--- src/rtl/bg_pixel_fetcher_pkg.sv ---
// Shared PPU types and VRAM region bases.
// Used by the BG fetcher, its address helper and its bus interface.
package gameman_ppu_pkg;

   localparam logic [12:0] VRAM_MAP0     = 13'h1800;
   localparam logic [12:0] VRAM_MAP1     = 13'h1C00;
   localparam logic [12:0] VRAM_TILE8000 = 13'h0000;
   localparam logic [12:0] VRAM_TILE8800 = 13'h1000;

   localparam logic [1:0] SRC_BG = 2'b00;

   typedef struct packed {
      logic [1:0] src;
      logic [1:0] pal;
      logic [1:0] color;
   } pixel_t;

   typedef enum logic [3:0] {
      ST_IDLE,
      ST_FETCH_MAP,
      ST_CAP_MAP,
      ST_FETCH_LO,
      ST_CAP_LO,
      ST_FETCH_HI,
      ST_CAP_HI,
      ST_WAIT_SPACE,
      ST_PUSH
   } fetch_state_t;

endpackage

--- src/rtl/bg_pixel_fetcher_if.sv ---
// VRAM read port and pixel FIFO push port of the BG fetcher.
// master = fetcher side, slave = VRAM/FIFO side.
interface bg_pixel_fetcher_if;
   import gameman_ppu_pkg::*;

   logic        vram_rd_out;
   logic [12:0] vram_addr_out;
   logic [7:0]  vram_data_in;
   logic [4:0]  fifo_count_in;
   logic        wr_en_out;
   pixel_t      pixel_out;

   modport master (
      output vram_rd_out, vram_addr_out,
      output wr_en_out, pixel_out,
      input  vram_data_in, fifo_count_in
   );

   modport slave (
      input  vram_rd_out, vram_addr_out,
      input  wr_en_out, pixel_out,
      output vram_data_in, fifo_count_in
   );

endinterface

--- src/rtl/bg_pixel_fetcher_tile_addr.sv ---
// Combinational BG map and tile-row addresses for one tile slot.
// All 8-bit sums wrap mod 256; 13-bit addresses wrap too.
module ppu_tile_addr
   import gameman_ppu_pkg::*;
(
   input  logic [7:0]  ly_i,
   input  logic [7:0]  scx_i,
   input  logic [7:0]  scy_i,
   input  logic        map_sel_i,
   input  logic        data_sel_i,
   input  logic [4:0]  tile_idx_i,
   input  logic [7:0]  id_i,
   output logic [12:0] map_addr_o,
   output logic [12:0] lo_addr_o,
   output logic [12:0] hi_addr_o
);

   logic [7:0]  line_y;
   logic [2:0]  row;
   logic [4:0]  ty;
   logic [4:0]  tx;
   logic [12:0] tile_base;

   // Tile coordinates in the 32x32 map, then the row bytes of the tile.
   always_comb begin
      line_y     = ly_i + scy_i;
      row        = line_y[2:0];
      ty         = line_y[7:3];
      tx         = scx_i[7:3] + tile_idx_i;
      map_addr_o = (map_sel_i ? VRAM_MAP1 : VRAM_MAP0)
                 + {3'b000, ty, tx};
      if (data_sel_i) begin
         tile_base = VRAM_TILE8000 + {1'b0, id_i, 4'b0000};
      end else begin
         tile_base = VRAM_TILE8800 + {id_i[7], id_i, 4'b0000};
      end
      lo_addr_o = tile_base + {9'b0, row, 1'b0};
      hi_addr_o = lo_addr_o + 13'd1;
   end

endmodule

--- src/rtl/bg_pixel_fetcher.sv ---
// BG tile fetcher: reads map/lo/hi per tile, pushes 8 pixels per tile.
// A start pulse at any time restarts the line from tile 0.
module bg_pixel_fetcher
   import gameman_ppu_pkg::*;
#(
   parameter int FIFO_DEPTH = 16,
   parameter int NUM_TILES  = 21
) (
   input  logic                       clk_in,
   input  logic                       rst_in,
   input  logic                       start_in,
   input  logic [7:0]                 ly_in,
   input  logic [7:0]                 scx_in,
   input  logic [7:0]                 scy_in,
   input  logic                       bg_map_sel_in,
   input  logic                       tile_data_sel_in,
   bg_pixel_fetcher_if.master         bus,
   output logic                       busy_out,
   output logic                       done_out
);

   localparam logic [4:0] SPACE_MAX = 5'(FIFO_DEPTH - 8);
   localparam logic [4:0] LAST_TILE = 5'(NUM_TILES - 1);

   fetch_state_t state_q, state_d;
   logic [7:0]   ly_q, ly_d, scx_q, scx_d, scy_q, scy_d;
   logic         map_sel_q, map_sel_d, data_sel_q, data_sel_d;
   logic [4:0]   tile_q, tile_d;
   logic [2:0]   pix_q, pix_d;
   logic [7:0]   id_q, id_d, lo_q, lo_d, hi_q, hi_d;
   logic [12:0]  addr_q, addr_d;
   logic         done_q, done_d;

   logic [12:0]  map_addr, lo_addr, hi_addr;
   pixel_t       pix_out;

   // Addresses are computed from next-state values so they can be registered.
   ppu_tile_addr u_addr (
      .ly_i       (ly_d),
      .scx_i      (scx_d),
      .scy_i      (scy_d),
      .map_sel_i  (map_sel_d),
      .data_sel_i (data_sel_d),
      .tile_idx_i (tile_d),
      .id_i       (id_d),
      .map_addr_o (map_addr),
      .lo_addr_o  (lo_addr),
      .hi_addr_o  (hi_addr)
   );

   // State and datapath registers.
   always_ff @(posedge clk_in or negedge rst_in) begin
      if (!rst_in) begin
         state_q    <= ST_IDLE;
         ly_q       <= '0;
         scx_q      <= '0;
         scy_q      <= '0;
         map_sel_q  <= 1'b0;
         data_sel_q <= 1'b0;
         tile_q     <= '0;
         pix_q      <= '0;
         id_q       <= '0;
         lo_q       <= '0;
         hi_q       <= '0;
         addr_q     <= '0;
         done_q     <= 1'b0;
      end else begin
         state_q    <= state_d;
         ly_q       <= ly_d;
         scx_q      <= scx_d;
         scy_q      <= scy_d;
         map_sel_q  <= map_sel_d;
         data_sel_q <= data_sel_d;
         tile_q     <= tile_d;
         pix_q      <= pix_d;
         id_q       <= id_d;
         lo_q       <= lo_d;
         hi_q       <= hi_d;
         addr_q     <= addr_d;
         done_q     <= done_d;
      end
   end

   // Next state; a start pulse overrides everything, including the last push.
   always_comb begin
      state_d    = state_q;
      ly_d       = ly_q;
      scx_d      = scx_q;
      scy_d      = scy_q;
      map_sel_d  = map_sel_q;
      data_sel_d = data_sel_q;
      tile_d     = tile_q;
      pix_d      = pix_q;
      id_d       = id_q;
      lo_d       = lo_q;
      hi_d       = hi_q;
      done_d     = 1'b0;
      if (start_in) begin
         ly_d       = ly_in;
         scx_d      = scx_in;
         scy_d      = scy_in;
         map_sel_d  = bg_map_sel_in;
         data_sel_d = tile_data_sel_in;
         tile_d     = '0;
         pix_d      = '0;
         state_d    = ST_FETCH_MAP;
      end else begin
         unique case (state_q)
            ST_IDLE:      state_d = ST_IDLE;
            ST_FETCH_MAP: state_d = ST_CAP_MAP;
            ST_CAP_MAP: begin
               id_d    = bus.vram_data_in;
               state_d = ST_FETCH_LO;
            end
            ST_FETCH_LO:  state_d = ST_CAP_LO;
            ST_CAP_LO: begin
               lo_d    = bus.vram_data_in;
               state_d = ST_FETCH_HI;
            end
            ST_FETCH_HI:  state_d = ST_CAP_HI;
            ST_CAP_HI: begin
               hi_d    = bus.vram_data_in;
               state_d = ST_WAIT_SPACE;
            end
            ST_WAIT_SPACE: begin
               if (bus.fifo_count_in <= SPACE_MAX) begin
                  pix_d   = '0;
                  state_d = ST_PUSH;
               end
            end
            ST_PUSH: begin
               lo_d  = {lo_q[6:0], 1'b0};
               hi_d  = {hi_q[6:0], 1'b0};
               pix_d = pix_q + 3'd1;
               if (pix_q == 3'd7) begin
                  if (tile_q == LAST_TILE) begin
                     done_d  = 1'b1;
                     state_d = ST_IDLE;
                  end else begin
                     tile_d  = tile_q + 5'd1;
                     state_d = ST_FETCH_MAP;
                  end
               end
            end
            default: state_d = ST_IDLE;
         endcase
      end
   end

   // Registered VRAM address for the upcoming fetch cycle.
   always_comb begin
      addr_d = '0;
      unique case (state_d)
         ST_FETCH_MAP: addr_d = map_addr;
         ST_FETCH_LO:  addr_d = lo_addr;
         ST_FETCH_HI:  addr_d = hi_addr;
         default:      addr_d = '0;
      endcase
   end

   // Pixel word: MSB of the shift registers is the current pixel.
   always_comb begin
      pix_out       = '0;
      pix_out.src   = SRC_BG;
      pix_out.pal   = 2'b00;
      if (state_q == ST_PUSH) begin
         pix_out.color = {hi_q[7], lo_q[7]};
      end
   end

   assign bus.vram_rd_out   = (state_q == ST_FETCH_MAP)
                            | (state_q == ST_FETCH_LO)
                            | (state_q == ST_FETCH_HI);
   assign bus.vram_addr_out = addr_q;
   assign bus.wr_en_out     = (state_q == ST_PUSH);
   assign bus.pixel_out     = pix_out;
   assign busy_out          = (state_q != ST_IDLE);
   assign done_out          = done_q;

endmodule
--- src/flat_wrapper.sv ---
// flat-port wrapper written by rule: the top's interface ports become plain ports
module bg_pixel_fetcher_flat import gameman_ppu_pkg::*;
#(
   parameter int FIFO_DEPTH = 16,
   parameter int NUM_TILES  = 21
)
  (clk_in, rst_in, start_in, ly_in, scx_in, scy_in, bg_map_sel_in, tile_data_sel_in, busy_out, done_out, bus_vram_rd_out, bus_vram_addr_out, bus_wr_en_out, bus_pixel_out, bus_vram_data_in, bus_fifo_count_in);
  bg_pixel_fetcher_if bus_i ();
  input  logic clk_in;
  input  logic rst_in;
  input  logic start_in;
  input  logic [7:0] ly_in;
  input  logic [7:0] scx_in;
  input  logic [7:0] scy_in;
  input  logic bg_map_sel_in;
  input  logic tile_data_sel_in;
  output logic busy_out;
  output logic done_out;
  output wire logic [$bits(bus_i.vram_rd_out)-1:0] bus_vram_rd_out;
  output wire logic [$bits(bus_i.vram_addr_out)-1:0] bus_vram_addr_out;
  output wire logic [$bits(bus_i.wr_en_out)-1:0] bus_wr_en_out;
  output wire logic [$bits(bus_i.pixel_out)-1:0] bus_pixel_out;
  input wire logic [$bits(bus_i.vram_data_in)-1:0] bus_vram_data_in;
  input wire logic [$bits(bus_i.fifo_count_in)-1:0] bus_fifo_count_in;
  assign bus_vram_rd_out = bus_i.vram_rd_out;
  assign bus_vram_addr_out = bus_i.vram_addr_out;
  assign bus_wr_en_out = bus_i.wr_en_out;
  assign bus_pixel_out = bus_i.pixel_out;
  assign bus_i.vram_data_in = bus_vram_data_in;
  assign bus_i.fifo_count_in = bus_fifo_count_in;
  bg_pixel_fetcher #(.FIFO_DEPTH(FIFO_DEPTH), .NUM_TILES(NUM_TILES)) u_core (.clk_in(clk_in), .rst_in(rst_in), .start_in(start_in), .ly_in(ly_in), .scx_in(scx_in), .scy_in(scy_in), .bg_map_sel_in(bg_map_sel_in), .tile_data_sel_in(tile_data_sel_in), .bus(bus_i), .busy_out(busy_out), .done_out(done_out));
endmodule
--- config.mk ---
export PLATFORM = sky130hd
export DESIGN_NAME = bg_pixel_fetcher_flat
export DESIGN_NICKNAME = d
export VERILOG_FILES = /design/src/rtl/bg_pixel_fetcher_pkg.sv /design/src/rtl/bg_pixel_fetcher_if.sv /design/src/rtl/bg_pixel_fetcher_tile_addr.sv /design/src/rtl/bg_pixel_fetcher.sv /design/src/flat_wrapper.sv
export SDC_FILE = /design/constraint.sdc
export NUM_CORES = 1
export LEC_CHECK = 0
export CAP_MARGIN = 20
export CORE_MARGIN = 2
export CORE_UTILIZATION = 30
export CTS_BUF_LIST = sky130_fd_sc_hd__clkbuf_8
export DETAILED_ROUTE_END_ITERATION = 8
export PLACE_DENSITY = 0.51
export SYNTH_ARGS = -nofsm -noshare
export SYNTH_HDL_FRONTEND = slang
export SYNTH_SLANG_ARGS = --single-unit
export TNS_END_PERCENT = 10
--- constraint.sdc ---
create_clock -name clk_in -period 3.7 [get_ports clk_in]
set_input_delay 0.555 -clock clk_in [delete_from_list [all_inputs] [get_ports clk_in]]
set_output_delay 0.555 -clock clk_in [all_outputs]
set_load 0.05 [all_outputs]
# Yosys cells after proc, flatten, opt, wreduce, memory -nomap -nowiden
# Cells that the tools add are included.
# classes
add_sub_neg	8
magnitude_cmp	1
eq_ne	14
muxes	29
n_bitwise	3
n_reduce_logical	7
# ops
cell	n
$mux 8	5
$pmux 13 s3	1
$pmux 4 s8	1
$pmux 8 s2	2
$eq 4x3->1 const B	5
$mux 5	4
$add 12x11->13	1
$add 13x1->13 const B	1
$add 13x13->13 const A	1
$add 13x4->13	1
$mux 13	1
$eq 4x2->1 const B	3
$mux 4	3
$mux 11	1
$add 8x8->8	1
$eq 4x1->1 const B	2
$mux 1	7
$mux 3	2
$pmux 3 s2	1
$reduce_and 2->1	3
$add 5x1->5 const B	1
$add 5x5->5	1
$eq 5x5->1 const B	1
$le 5x4->1 const B	1
10 further kinds	12
# word_totals
reg_bits	76
out_inout_bits	23
wordCells	76

# Depth between registers and ports, before layout
# depth
word_depth	8
mapped_depth	13

# Hierarchy
# Synthesis repeated with hierarchy kept, for this count alone.
# unflattened
cells_unflattened	377
hier_area_um2	4159.0
# modules_own_cells
mod	n_inst	cells_per_inst	area_per_inst_um2	seq_area_each_um2
bg_pixel_fetcher	1	290	3500.9	1901.8
ppu_tile_addr	1	87	658.1	0.0

# Worst setup path before layout
# OpenSTA, ideal clock, no wires.
# synth_path
kind	input port to flip-flop
from	input start_in
to	register u_core.addr_q[4] (netlist: u_core.bus.vram_addr_out[4])
arrival_time_ns	3.282
t_required_ns	3.622
slack_ns	0.340
cell_stages	11
cell_sequence	buf_1 -> clkbuf_1 -> clkbuf_1 -> mux2_2 -> ha_1 -> fa_1 -> a21o_1 -> a21oi_1 -> xnor2_1 -> xor2_1 -> o2bb2ai_1
# synth_lines
item	line_no	source
start: declaration	flat_wrapper.sv:11	input logic start_in;
$mux 8	bg_pixel_fetcher.sv:98	if (start_in) begin
via u_core.scx_d[3]	bg_pixel_fetcher.sv:26	logic [7:0] ly_q, ly_d, scx_q, scx_d, scy_q, scy_d;
$add 5x5->5	bg_pixel_fetcher_tile_addr.sv:29	tx = scx_i[7:3] + tile_idx_i;
$add 12x11->13	bg_pixel_fetcher_tile_addr.sv:31	+ {3'b000, ty, tx};
$pmux 13 s3	bg_pixel_fetcher.sv:153	unique case (state_d)
via u_core.addr_d[4]	bg_pixel_fetcher.sv:31	logic [12:0] addr_q, addr_d;
end signal: assignment	bg_pixel_fetcher.sv:79	addr_q <= addr_d;
end: declaration	bg_pixel_fetcher.sv:31	
# The timed path passes the listed nets, and every way through them passes these cells.
# A chain may end at the register's enable or synchronous reset.

# Final worst setup path
# layout_path
from	register u_core.state_q[0]
to	output bus_pixel_out[0]
# layout_via
elab_chain_len	2
# layout_lines
item	line_no	source
start: declaration	bg_pixel_fetcher.sv:25	fetch_state_t state_q, state_d;
start signal: assignment	bg_pixel_fetcher.sv:68	state_q <= state_d;
$eq 4x4->1	bg_pixel_fetcher.sv:166	if (state_q == ST_PUSH) begin
$mux 2	bg_pixel_fetcher.sv:166	
end: declaration	flat_wrapper.sv:22	output wire logic [$bits(bus_i.pixel_out)-1:0] bus_pixel_out;
# Every way passes these cells.

==> flow_summary.ini <==
[detailed_routing]
wl_per_cell_um = 15.10
via_count = 2708
drtAntennaViolNets = 0
drt_iter0_drc = 115
wirelength_mm = 8.590
routed_via_density = 4.759
firstDrtPassIters = 4
drc = 0

[worst_setup_path]
worstPathRequired_ns = 3.14
critPathMaxFanout = 23
slowest_stage = clkdlybuf4s50_1
path_cells = or4b_1, inv_6, buf_4, and2_1, clkdlybuf4s50_1
arrival_ns = 2.88
max_stage_delay_ns = 0.79
start_kind = register
crit_type = register to primary output
r2r_setup_slack_ns = 0.51
critPathCaptureType = primary output

[cells_and_area]
antenna_cells = 0
final_common_cell = dfrtp_1
area_delta_synth_final_pct = 25.00
final_cell_mix = dfrtp_1 (73), clkdlybuf4s50_1 (55), mux2_2 (30)
finalNonFillerCells = 569
drive_above_1_share_pct = 16.21
fill_cells = 1229
nets = 455
utilization_pct = 38.84

[yosys]
synth_warnings = 0
synth_flop_cell = dfrtp_1
async_flop_share_pct = 100.0
syn_area_sq_um = 3779
synth_seq_cells = 73
syn_inst = 338
synth-edff-count = 0
seq_area_frac_synth_pct = 48.34
synth.distinct_cells = 61
avgSynthCellArea_sq_um = 11.18

[place]
place_congestion = 0.7939
portBuffers = 57
placed_cells = 553
pre_cts_slack_ns = 0.5205
post-dp-hpwl_mm = 6.133

[clocking]
cts_tree = built
post_cts_buffers = 0
path_clk_slew_ns = 0.08
numCtsBuffers = 9
worstSkewPairLatency_ns = 0.36
cts_root_buf = clkbuf_8
clock-sinks = 73
clk_path_buf_depth = 2
cts_max_level = 3
hold_buffers = 0
cts_resized = 0

[floorplanning]
num_io_pins = 65
rows = 40
core_area_sq_um = 12160
die_w_um = 116.2
floorplan.initialDensity_pct = 31.07
die-area_sq_um = 13510
die_y_um = 116.2

[timing]
worst_pin_slew_ns = 0.9477
hold_viol_final = 0
finalSetupTns_ns = 0
relSlewSlack_pct = 36.82
slew_viol_final = 0
fmax_mhz = 290.9
rsz0062_at_grt = false
min_period_ns = 3.438
fin_crit_sh_pct = 92.91
finClkSkew_ns = 0.01314
setup_viol = 0
worst_slack_ns = 0.2623

[pwr]
max-vdd-ir-drop_uv = 201.7
p_per_area_nw_per_um2 = 507.3
power_leakage_uw = 0.002112
power.total_uw = 2396

[grt]
grtUsageTotal_pct = 13.61
grt_pass1_vias = 2732
grt_pass1_wl_mm = 13.99
grt_antenna_before_repair = 0
grt_start_max_net_pins = 74
grt_overflow = 0

[flow_run]
drv_cap = 0

[run_status]
status = finished, final reports clean

[min_path]
hp-class = input pin to async pin
[state kept, by name (all words and copies together) (netlist names)]
name                      flops
u_core.bus.vram_addr_out     13
u_core.hi_q                   8
u_core.id_q                   8
u_core.lo_q                   8
u_core.ly_q                   8
u_core.scy_q                  8
u_core.scx_q                  5
u_core.tile_q                 5
u_core.state_q                4
u_core.pix_q                  3
u_core.data_sel_q             1
u_core.done_out               1
u_core.map_sel_q              1
[path summary, 6_finish.rpt]
path,startpoint,endpoint,depth (start not counted)
worst min-delay path,rst_in,u_core.hi_q[7],1
worst max-delay path,u_core.state_q[0],bus_pixel_out[0],5
worst max register to register,u_core.state_q[0],u_core.bus.vram_addr_out[4],12
min in group clk_in,u_core.hi_q[7],u_core.hi_q[7],1
worst min register to register,u_core.hi_q[7],u_core.hi_q[7],1
max in group asynchronous,rst_in,u_core.lo_q[1],1
[stage by stage]
step	area, sq um	hold slack (ns)
floorplan	3790	0.2594
global placement	4494	0.4585
detailed placement	4494	0.4617
CTS	4723	0.3867
global route	4723	0.4093
finish	4723	0.3334
[metal layers]
layer	track usage, %	wire length [um]	up-vias
li1	-	-	1322
met1	17.98	4071	1328
met2	21.94	4058	44
met3	2.439	258	14
met4	6.032	202	0
met5	0	0	-
[cell families (layout without fill, tap and decap cells)]
family | Yosys count | after routing | share of synthesized area, %
muxes | 35 | 35 | 10.36
DFF | 73 | 73 | 48.34
buffers and inverters | 36 | 96 | 4.967
AOI/OAI and AO/OA | 87 | 87 | 17.25
and+or+nand+nor | 79 | 79 | 10.27
other | 1 | 4 | 0.09924
adders and majority gates | 17 | 17 | 6.027
xor gates and xnor gates | 10 | 10 | 2.682
[cell usage after synthesis, drive strengths merged (3+ instances only)]
master,count,area share [%]
xnor2,5,1.2
buf,13,2.4
a22o,3,0.70
nor2,22,2.3
nand2,21,2.1
a21o,15,3.0
o211ai,3,1.3
o21ai,15,2.0
dfrtp,73,48
nand3,6,0.79
and2,3,0.50
a31oi,5,1.2
clkbuf,6,0.60
a21oi,22,3.1
nor3,9,1.2
mux2,33,9.8
xor2,4,0.93
nand2b,5,0.83
ha,15,5.0
a221o,6,1.6
inv,16,1.7
[final cells by class]
| type | count | area [sq um] | share of cell area [%] |
|---|---|---|---|
| flip-flops and latches | 73 | 1827 | 38.68 |
| well taps | 168 | 210.2 | 4.450 |
| repair buffers | 63 | 608.1 | 12.87 |
| multi-input cells | 232 | 1775 | 37.59 |
| clock inverters | 5 | 77.57 | 1.642 |
| inverters | 17 | 73.82 | 1.563 |
| clock buffers | 11 | 151.4 | 3.205 |
[power by group]
| group | internal, uW | total [uW] | switching [uW] |
|---|---|---|---|
| Sequential | 955 | 1030 | 72.2 |
| Clock | 414 | 724 | 310 |
| Combinational | 283 | 645 | 362 |
[worst max-delay path: cells and delay by family (launching register included)]
family	cells	cell delay (ns)
buffers and inverters	3	1.20
and+or+nand+nor	2	0.80
DFF	1	0.51
Note: power is estimated with default switching activity, not from simulation.
